### config.mk
export PLATFORM = sky130hd
export DESIGN_NAME = sdram_arbiter_flat
export DESIGN_NICKNAME = d
export VERILOG_FILES = /design/src/rtl/sdram_arbiter_if.sv /design/src/rtl/sdram_arbiter.sv /design/src/flat_wrapper.sv
export SDC_FILE = /design/constraint.sdc
export NUM_CORES = 1
export LEC_CHECK = 0
export CORE_ASPECT_RATIO = 1.2
export CORE_MARGIN = 4
export CORE_UTILIZATION = 40
export CTS_CLUSTER_DIAMETER = 30
export DETAILED_ROUTE_END_ITERATION = 7
export GPL_TIMING_DRIVEN = 0
export PLACE_DENSITY = 0.8
export SYNTH_ARGS = -nofsm -noshare
export SYNTH_HDL_FRONTEND = slang
export SYNTH_SLANG_ARGS = --single-unit
export TNS_END_PERCENT = 30
### constraint.sdc
create_clock -name clk -period 3.3 [get_ports clk]
set_clock_uncertainty 0.2 [all_clocks]
set_input_delay 0.66 -clock clk [delete_from_list [all_inputs] [get_ports clk]]
set_output_delay 0.66 -clock clk [all_outputs]
set_load 0.05 [all_outputs]
### src/rtl/sdram_arbiter_if.sv
// sdram_arbiter_if: request/response bundle between two bus masters,
// the arbiter and the SDRAM controller user port.
interface sdram_arbiter_if #(
  parameter int ADDR_W = 23
);
  logic              m0_req;
  logic              m0_we;
  logic [ADDR_W-1:0] m0_addr;
  logic [31:0]       m0_wdata;
  logic              m0_ack;
  logic [31:0]       m0_rdata;

  logic              m1_req;
  logic              m1_we;
  logic [ADDR_W-1:0] m1_addr;
  logic [31:0]       m1_wdata;
  logic              m1_ack;
  logic [31:0]       m1_rdata;

  logic [ADDR_W-1:0] ctl_addr;
  logic              ctl_rw;
  logic [31:0]       ctl_wdata;
  logic              ctl_in_valid;
  logic              ctl_busy;
  logic              ctl_out_valid;
  logic [31:0]       ctl_rdata;

  logic [1:0]        gnt;
  logic              err;

  modport slave (
    input  m0_req, m0_we, m0_addr, m0_wdata,
    output m0_ack, m0_rdata,
    input  m1_req, m1_we, m1_addr, m1_wdata,
    output m1_ack, m1_rdata,
    output ctl_addr, ctl_rw, ctl_wdata, ctl_in_valid,
    input  ctl_busy, ctl_out_valid, ctl_rdata,
    output gnt, err
  );

  modport master (
    output m0_req, m0_we, m0_addr, m0_wdata,
    input  m0_ack, m0_rdata,
    output m1_req, m1_we, m1_addr, m1_wdata,
    input  m1_ack, m1_rdata,
    input  ctl_addr, ctl_rw, ctl_wdata, ctl_in_valid,
    output ctl_busy, ctl_out_valid, ctl_rdata,
    input  gnt, err
  );
endinterface

### src/rtl/sdram_arbiter.sv
// sdram_arbiter: two-port arbiter in front of an SDRAM controller.
// Define SDRAM_ARB_RR_EN for round-robin; default is fixed priority.
module sdram_arbiter #(
  parameter int ADDR_W  = 23,
  parameter int TIMEOUT = 255
) (
  input  logic          clk,
  input  logic          rst_n,
  sdram_arbiter_if.slave bus
);

  typedef enum logic [1:0] {
    IDLE,
    ISSUE,
    WAIT_RD,
    DONE
  } state_t;

  localparam int CW = (TIMEOUT < 2) ? 1 : $clog2(TIMEOUT + 1);
  localparam logic [CW-1:0] CNT_LAST = CW'(TIMEOUT - 1);

  state_t            state;
  logic [CW-1:0]     cnt;
  logic [1:0]        gnt_q;
  logic [1:0]        ack_q;
  logic              err_q;
  logic [ADDR_W-1:0] addr_q;
  logic              rw_q;
  logic [31:0]       wdata_q;
  logic [31:0]       rdata0_q;
  logic [31:0]       rdata1_q;

  logic        any_req;
  logic        pick1;
  logic        accept;
  logic        rd_end;
  logic [31:0] rd_val;

  assign any_req = bus.m0_req | bus.m1_req;

`ifdef SDRAM_ARB_RR_EN
  // last = 1 when port 1 owned the most recent transaction
  logic last;

  always_ff @(posedge clk or negedge rst_n) begin
    if (!rst_n)
      last <= 1'b0;
    else if (state == DONE)
      last <= gnt_q[1];
  end

  assign pick1 = bus.m1_req & (~bus.m0_req | ~last);
`else
  assign pick1 = bus.m1_req & ~bus.m0_req;
`endif

  assign accept = (state == ISSUE) & ~bus.ctl_busy;
  assign rd_end = bus.ctl_out_valid | (cnt == CNT_LAST);
  assign rd_val = bus.ctl_out_valid ? bus.ctl_rdata
                                    : 32'hDEAD_BEEF;

  always_ff @(posedge clk or negedge rst_n) begin
    if (!rst_n) begin
      state    <= IDLE;
      cnt      <= '0;
      gnt_q    <= 2'b00;
      ack_q    <= 2'b00;
      err_q    <= 1'b0;
      addr_q   <= '0;
      rw_q     <= 1'b0;
      wdata_q  <= '0;
      rdata0_q <= '0;
      rdata1_q <= '0;
    end else begin
      ack_q <= 2'b00;
      err_q <= 1'b0;
      unique case (state)
        IDLE: begin
          if (any_req) begin
            gnt_q   <= {pick1, ~pick1};
            rw_q    <= pick1 ? bus.m1_we : bus.m0_we;
            addr_q  <= pick1 ? bus.m1_addr : bus.m0_addr;
            wdata_q <= pick1 ? bus.m1_wdata : bus.m0_wdata;
            state   <= ISSUE;
          end
        end
        ISSUE: begin
          if (accept) begin
            cnt <= '0;
            if (rw_q) begin
              ack_q <= gnt_q;
              state <= DONE;
            end else begin
              state <= WAIT_RD;
            end
          end
        end
        WAIT_RD: begin
          if (rd_end) begin
            if (gnt_q[1])
              rdata1_q <= rd_val;
            else
              rdata0_q <= rd_val;
            err_q <= ~bus.ctl_out_valid;
            ack_q <= gnt_q;
            state <= DONE;
          end else begin
            cnt <= cnt + 1'b1;
          end
        end
        DONE: begin
          gnt_q <= 2'b00;
          state <= IDLE;
        end
        default: state <= IDLE;
      endcase
    end
  end

  assign bus.ctl_in_valid = accept;
  assign bus.ctl_addr     = addr_q;
  assign bus.ctl_rw       = rw_q;
  assign bus.ctl_wdata    = wdata_q;
  assign bus.gnt          = gnt_q;
  assign bus.err          = err_q;
  assign bus.m0_ack       = ack_q[0];
  assign bus.m1_ack       = ack_q[1];
  assign bus.m0_rdata     = rdata0_q;
  assign bus.m1_rdata     = rdata1_q;

endmodule

### src/flat_wrapper.sv
// flat-port wrapper written by rule: the top's interface ports become plain ports
module sdram_arbiter_flat 
#(
  parameter int ADDR_W  = 23,
  parameter int TIMEOUT = 255
)
  (clk, rst_n, bus_m0_req, bus_m0_we, bus_m0_addr, bus_m0_wdata, bus_m0_ack, bus_m0_rdata, bus_m1_req, bus_m1_we, bus_m1_addr, bus_m1_wdata, bus_m1_ack, bus_m1_rdata, bus_ctl_addr, bus_ctl_rw, bus_ctl_wdata, bus_ctl_in_valid, bus_ctl_busy, bus_ctl_out_valid, bus_ctl_rdata, bus_gnt, bus_err);
  sdram_arbiter_if #(.ADDR_W(ADDR_W)) bus_i ();
  input  logic clk;
  input  logic rst_n;
  input wire logic [$bits(bus_i.m0_req)-1:0] bus_m0_req;
  input wire logic [$bits(bus_i.m0_we)-1:0] bus_m0_we;
  input wire logic [$bits(bus_i.m0_addr)-1:0] bus_m0_addr;
  input wire logic [$bits(bus_i.m0_wdata)-1:0] bus_m0_wdata;
  output wire logic [$bits(bus_i.m0_ack)-1:0] bus_m0_ack;
  output wire logic [$bits(bus_i.m0_rdata)-1:0] bus_m0_rdata;
  input wire logic [$bits(bus_i.m1_req)-1:0] bus_m1_req;
  input wire logic [$bits(bus_i.m1_we)-1:0] bus_m1_we;
  input wire logic [$bits(bus_i.m1_addr)-1:0] bus_m1_addr;
  input wire logic [$bits(bus_i.m1_wdata)-1:0] bus_m1_wdata;
  output wire logic [$bits(bus_i.m1_ack)-1:0] bus_m1_ack;
  output wire logic [$bits(bus_i.m1_rdata)-1:0] bus_m1_rdata;
  output wire logic [$bits(bus_i.ctl_addr)-1:0] bus_ctl_addr;
  output wire logic [$bits(bus_i.ctl_rw)-1:0] bus_ctl_rw;
  output wire logic [$bits(bus_i.ctl_wdata)-1:0] bus_ctl_wdata;
  output wire logic [$bits(bus_i.ctl_in_valid)-1:0] bus_ctl_in_valid;
  input wire logic [$bits(bus_i.ctl_busy)-1:0] bus_ctl_busy;
  input wire logic [$bits(bus_i.ctl_out_valid)-1:0] bus_ctl_out_valid;
  input wire logic [$bits(bus_i.ctl_rdata)-1:0] bus_ctl_rdata;
  output wire logic [$bits(bus_i.gnt)-1:0] bus_gnt;
  output wire logic [$bits(bus_i.err)-1:0] bus_err;
  assign bus_i.m0_req = bus_m0_req;
  assign bus_i.m0_we = bus_m0_we;
  assign bus_i.m0_addr = bus_m0_addr;
  assign bus_i.m0_wdata = bus_m0_wdata;
  assign bus_m0_ack = bus_i.m0_ack;
  assign bus_m0_rdata = bus_i.m0_rdata;
  assign bus_i.m1_req = bus_m1_req;
  assign bus_i.m1_we = bus_m1_we;
  assign bus_i.m1_addr = bus_m1_addr;
  assign bus_i.m1_wdata = bus_m1_wdata;
  assign bus_m1_ack = bus_i.m1_ack;
  assign bus_m1_rdata = bus_i.m1_rdata;
  assign bus_ctl_addr = bus_i.ctl_addr;
  assign bus_ctl_rw = bus_i.ctl_rw;
  assign bus_ctl_wdata = bus_i.ctl_wdata;
  assign bus_ctl_in_valid = bus_i.ctl_in_valid;
  assign bus_i.ctl_busy = bus_ctl_busy;
  assign bus_i.ctl_out_valid = bus_ctl_out_valid;
  assign bus_i.ctl_rdata = bus_ctl_rdata;
  assign bus_gnt = bus_i.gnt;
  assign bus_err = bus_i.err;
  sdram_arbiter #(.ADDR_W(ADDR_W), .TIMEOUT(TIMEOUT)) u_core (.clk(clk), .rst_n(rst_n), .bus(bus_i));
endmodule
==> results.ini, run 1 <==
[clocking]
tritoncts = done
cts_max_path_buffers = 2
clkLatencyLatePin_ns = 0.41
h-tree-depth = 4
clkTransAtPathRegs_ns = 0.06
cts_setup_buffers = 0
root_buffer = clkbuf_16
cts-buffers-inserted = 17
cts.repair.resized = 0
hold_buffers = 1
cts.sink_count = 135

[yosys]
synth_compound_area_frac = 0.102
yosysSeqAreaShare = 0.541
muxShareOfSynthArea = 0.202
synthAdderAreaFrac = 0.0120
synth_top_family_by_area = multiplexers
synth_area_um2 = 6240
yosysTopAreaCell = dfrtp_1
synth_area_leaders = dfrtp_1, mux2_4, mux2i_1, o21ai_0, nand2_1
synth_edf_count = 0
synth-xor-area-share = 0
ys_types = 42
postSynthCellCount = 533
ys_dominant_reg_cell = dfrtp_1
syn_area_per_cell_um2 = 11.7
yosysTopAreaCellShare = 0.541
synth_simple_gate_area_frac = 0.103
synth_nets = 689
ys_ff_latch = 135
synth-async-reset-ratio = 1.00
yosys_warnings = 0

[pwr]
irDropWorstVdd_mv = 0.479
p_leak_nw = 4.15
power-per-cell-area_nw_per_um2 = 1050

[drt]
wl_per_cell_um = 17.7
drc = 0
drtPass1Iterations = 4
drt_iter0_drc = 266
viasPerCell = 4.89
ant_nets = 0
vias = 5109
wirelength_um = 18500

[cells_and_area]
mostFrequentLayoutCell = clkdlybuf4s50_1
fin_util = 0.654
nets = 984
final_cell_mix = clkdlybuf4s50_1, dfrtp_1, o21ai_0, nand2_1, mux2i_1
postLayoutCellArea_um2 = 9900
drive_gt1_frac = 0.121
antennaDiodeCount = 0
area_growth_pct = 58.5

[floorplan]
start_util = 0.412
die-area_um2 = 17700
core_um2 = 15100
die_width_um = 122
rows = 49
io_pins = 276
die_h_um = 145

[sta]
period_share = 0.921
whs_ns = 0.275
fin_crit_ns = 3.04
setup_ws_ns = 0.260
slew_headroom = 0.608
clock.fmax_mhz = 329
report.final.setup_viol = 0
maxSlewViolCount = 0
grt_setup_unrepaired = false
max_slew.worst_pin.slew_ns = 0.588
hold_violations = 0

[setup_path]
setup.worst_path.start_class = flop
crit_path_end_kind = primary output
crit_end = bus_ctl_in_valid
rr_startpoint = u_core.state[0]$_DFFE_PN0P_
setup.worst_path.start = u_core.state[1]$_DFFE_PN0P_
r2r_setup_slack_ns = 0.94
ff2ff_path_depth = 9
worstPathArrival_ns = 2.18
critPathKind = flop to primary output
worstPathRequired_ns = 2.44
reg2reg_to = u_core.bus.m1_rdata[15]$_DFFE_PN0P_
crit_fanout = 5

[placed_design]
place_hpwl_um = 14200
place_area_um2 = 9270
io_buffers = 274
dp_worst_setup_slack_ns = 0.246
gp_congestion = 0.796

[grt]
overflow = 0
grt_pass1_wl_um = 28700
grt_pass1_vias = 5359
grt_max_degree = 95
antenna_found_initial = 0
track_usage = 0.211

[outcome]
status = complete, no violations

[flow_run]
max_cap_viol_count = 0

[min_path]
hp-class = flop to flop
min_from = u_core.bus.ctl_addr[11]$_DFFE_PN0P_

[per-stage QoR]
| stage | power [mW] | std cells | TNS [ns] |
|---|---|---|---|
| global route | 10.9 | 1044 | 0 |
| floorplan | 6.38 | 533 | 0 |
| finish | 10.4 | 1044 | 0 |
| global placement | 8.34 | 1011 | -549.35 |
| detailed placement | 8.43 | 1012 | 0 |
| CTS | 10.5 | 1044 | 0 |
[per-layer routing]
layer | vias up | wire [um] | track usage
met4 | 0 | 230 | 0.0572
met2 | 216 | 9210 | 0.363
met1 | 2435 | 7320 | 0.249
met3 | 18 | 1730 | 0.0797
met5 | - | 0 | 0
li1 | 2440 | - | -
[flip-flops by register name, indices dropped and copies added, names as in the netlist]
name / flops
u_core.bus.ctl_rw: 1
u_core.bus.ctl_wdata: 32
u_core.bus.m0_rdata: 32
u_core.bus.m1_rdata: 32
u_core.ack_q: 2
u_core.bus.gnt: 2
u_core.bus.ctl_addr: 23
u_core.cnt: 8
u_core.state: 2
u_core.bus.err: 1
[layout make-up]
type | count | area, um^2
repair buffers | 276 | 2780
fillers | 1195 | 5250
inverters | 8 | 30.0
plain buffers | 31 | 218
multi-input cells | 359 | 2620
clock inverters | 12 | 175
well taps | 204 | 255
flip-flops and latches | 135 | 3380
clock buffers | 19 | 443
[worst min path at each step]
stage | to | slack (ns) | cells past startpoint
floorplan | u_core.ack_q[0]$_DFF_PN0_ | 0.16 | 0
global placement | u_core.bus.ctl_wdata[0]$_DFFE_PN0P_ | 0.26 | 2
detailed placement | u_core.bus.ctl_addr[5]$_DFFE_PN0P_ | 0.27 | 2
CTS | u_core.bus.ctl_wdata[0]$_DFFE_PN0P_ | 0.28 | 2
global route | u_core.bus.ctl_wdata[18]$_DFFE_PN0P_ | 0.29 | 2
finish | u_core.bus.ctl_addr[11]$_DFFE_PN0P_ | 0.28 | 2
[cell usage after synthesis (2+ instances only)]
cell type and instances:
nand2b_1 28, nand3_1 4, ha_1 6, mux2_2 9, o211ai_1 2, nand2_1 77, nor2_1 7, mux2i_1 56
buf_12 4, a31oi_1 2, o21ai_0 97, a22oi_1 2, buf_2 8, a21oi_1 2, buf_4 5, o31ai_1 2
and2_1 3, mux2_4 40, dfrtp_1 135, inv_1 8, nor2_8 2, clkbuf_1 12, nor2b_1 3
[critical path, stage by stage (launching register included)]
cell and delay (ns):
dfrtp_1 0.42, inv_1 0.09, ha_1 0.20, nor2b_1 0.22, clkdlybuf4s50_1 0.84
[where the power goes]
| group | total [mW] | internal [mW] | leakage, nW | switching (mW) |
|---|---|---|---|---|
| clock network | 1.98 | 1.28 | 0.296 | 0.705 |
| registers | 2.77 | 2.35 | 1.61 | 0.415 |
| logic | 5.62 | 2.01 | 2.25 | 3.61 |
| total | 10.4 | 5.64 | 4.15 | 4.73 |
[cell families (layout without fill, tap and decap cells)]
family / after synthesis / in the layout
adder cells (fa/ha/maj): 6 / 6
buffers and inverters: 39 / 346
AO/OA/AOI/OAI: 117 / 117
multiplexers: 105 / 105
flip-flops: 135 / 135
AND/OR/NAND/NOR: 131 / 131
Note: power is estimated with default switching activity, not from simulation.
==> inputs of run 2 (changes only) <==
Settings changed: CORE_UTILIZATION 40 to 46, PLACE_DENSITY 0.8 to 0.9.
==> run 2 against run 1 <==
  * The run now ends with hold timing left
  * Die area down 12%
  * Worst hold slack worse by 0.28 ns
  * Register-to-register slack worse by 0.04 ns
  * Via count up 5.3%
  * Wire length up 7.4%
  * Sequential cell count unchanged
  * Maximum frequency down 2.1%
  * Power down 0.68%
  * Clock power down 9%
  * First-iteration DRC count up 51%
  * Clock-buffer cell count up 2
  * Critical path depth unchanged
==> results.ini, run 2 (same netlist as run 1, synthesis figures left out) <==
[grt]
grt_pass1_wl_um = 30500  ; was 28700 um
grt_pass1_vias = 5763  ; was 5359
grt_max_degree = 81  ; was 95
antenna_found_initial = 0  ; unchanged
overflow = 0  ; unchanged
track_usage = 0.255  ; was 0.211

[floorplan]
die-area_um2 = 15500  ; was 17700 um^2
core_um2 = 13200  ; was 15100 um^2
io_pins = 276  ; unchanged
rows = 46  ; was 49
start_util = 0.472  ; was 0.412
die_width_um = 114  ; was 122 um
die_h_um = 136  ; was 145 um

[sta]
fin_crit_ns = 3.11  ; was 3.04 ns
maxSlewViolCount = 0  ; unchanged
whs_ns = -0.000936  ; was 0.275 ns
grt_setup_unrepaired = false  ; unchanged
slew_headroom = 0.625  ; was 0.608
hold_violations = 4  ; was 0
clock.fmax_mhz = 322  ; was 329 MHz
max_slew.worst_pin.slew_ns = 0.561  ; was 0.588 ns
period_share = 0.941  ; was 0.921
report.final.setup_viol = 0  ; unchanged
setup_ws_ns = 0.195  ; was 0.260 ns

[min_path]
hp-class = primary input to asynchronous set/reset pin  ; was flop to flop

[placed_design]
place_hpwl_um = 15100  ; was 14200 um
dp_worst_setup_slack_ns = 0.209  ; was 0.246 ns
place_area_um2 = 9220  ; was 9270 um^2
dp_cells = 976  ; was 1012
io_buffers = 274  ; unchanged
gp_congestion = 0.865  ; was 0.796

[clocking]
clkTransAtPathRegs_ns = 0.06  ; about the same
root_buffer = clkbuf_16  ; unchanged
cts.sink_count = 135  ; unchanged
cts_max_path_buffers = 2  ; unchanged
clkLatencyLatePin_ns = 0.42  ; was 0.41 ns
cts-buffers-inserted = 17  ; unchanged
cts_setup_buffers = 0  ; unchanged
cts.repair.resized = 0  ; unchanged
h-tree-depth = 4  ; unchanged
hold_buffers = 0  ; was 1
tritoncts = done  ; unchanged

[setup_path]
worstPathRequired_ns = 2.44  ; about the same
setup.worst_path.start = u_core.state[1]$_DFFE_PN0P_  ; unchanged
crit_fanout = 5  ; unchanged
worstPathArrival_ns = 2.25  ; was 2.18 ns
ff2ff_path_depth = 9  ; unchanged
rr_startpoint = u_core.state[0]$_DFFE_PN0P_  ; unchanged
setup.worst_path.start_class = flop  ; unchanged
critPathKind = flop to primary output  ; unchanged
crit_chain = inv_1, ha_1, nor2b_1, clkdlybuf4s50_1  ; unchanged
crit_path_end_kind = primary output  ; unchanged
r2r_setup_slack_ns = 0.90  ; was 0.94 ns
crit_slowest_cell = clkdlybuf4s50_1  ; unchanged
max_stage_delay_ns = 0.85  ; was 0.84 ns
reg2reg_to = u_core.bus.m1_rdata[5]$_DFFE_PN0P_  ; was u_core.bus.m1_rdata[15]$_DFFE_PN0P_

[drt]
drc = 0  ; unchanged
viasPerCell = 5.34  ; was 4.89
ant_nets = 0  ; unchanged
wl_per_cell_um = 19.7  ; was 17.7 um
drtPass1Iterations = 5  ; was 4
wirelength_um = 19800  ; was 18500 um
vias = 5382  ; was 5109
drt_iter0_drc = 402  ; was 266

[cells_and_area]
nets = 983  ; was 984
postLayoutCellArea_um2 = 9800  ; was 9900 um^2
final_cell_mix = clkdlybuf4s50_1, dfrtp_1, o21ai_0, nand2_1, mux2i_1  ; unchanged
antennaDiodeCount = 0  ; unchanged
mostFrequentLayoutCell = clkdlybuf4s50_1  ; unchanged
finalNonFillerCells = 1008  ; was 1044
drive_gt1_frac = 0.124  ; was 0.121
area_growth_pct = 57.0  ; was 58.5%

[outcome]
violations = hold timing
status = finished with violations  ; was complete, no violations

[pwr]
p_leak_nw = 4.13  ; was 4.15 nW
irDropWorstVdd_mv = 0.691  ; was 0.479 mV
power-per-cell-area_nw_per_um2 = 1050  ; about the same

[flow_run]
max_cap_viol_count = 0  ; unchanged

[run 2: cell types whose count changed in the layout (fill, tap and decap cells not counted), moves of 2 or more]
cell | before | now
bufinv_16 | 4 | 1
clkbuf_8 | 1 | 4
clkinv_4 | 0 | 3
inv_6 | 2 | 0
[run 2: report_power, final]
group,internal (mW),switching (mW),total (mW)
sequential,2.35,0.460,2.81
combinational,2.01,3.67,5.67
clock,1.11,0.700,1.81
total,5.48,4.82,10.3
[run 2: worst max path at each step]
stage	endpoint	slack, ns	cells past startpoint
after global routing	bus_ctl_in_valid	0.04	4
after detailed placement	bus_ctl_in_valid	0.21	3
after CTS	bus_ctl_in_valid	0.15	4
after global placement	u_core.bus.ctl_addr[0]$_DFFE_PN0P_	-3.70	1
after floorplan	bus_ctl_in_valid	1.04	3
final	bus_ctl_in_valid	0.19	4
[run 2: routing by layer]
layer  up-vias  share of wire  track usage
met3        52          0.084       0.0728
met5         -              0            0
met2       308           0.52        0.458
met1      2583           0.37        0.277
li1       2439              -            -
met4         0          0.028        0.114
[run 2: final cells by class]
| class | count | area [um^2] |
|---|---|---|
| buffer | 31 | 218 |
| clock buffer | 21 | 480 |
| clock inverter | 11 | 98.8 |
| fill | 813 | 3430 |
| inverter | 8 | 30.0 |
| multi-input combinational | 359 | 2620 |
| sequential | 135 | 3380 |
| tap | 168 | 210 |
| timing repair buffer | 275 | 2770 |
[run 2: worst max-delay path, delay by kind of cell, from the launching register on]
family                   cells  cell delay, ns
flip-flops                   1            0.42
buffers and inverters        2            0.95
AND/OR/NAND/NOR              1            0.26
adder cells (fa/ha/maj)      1            0.21
[run 2: stage by stage]
step                      setup TNS, ns  hold slack [ns]  power (mW)   util
final                                 0        -0.000936        10.3  0.741
after floorplan                       0            0.164        6.38      -
after global placement          -497.83            0.263        8.31  0.695
after detailed placement              0            0.271        8.48  0.697
after CTS                             0          0.00454        10.4  0.741
after global routing                  0           0.0314        10.8  0.741
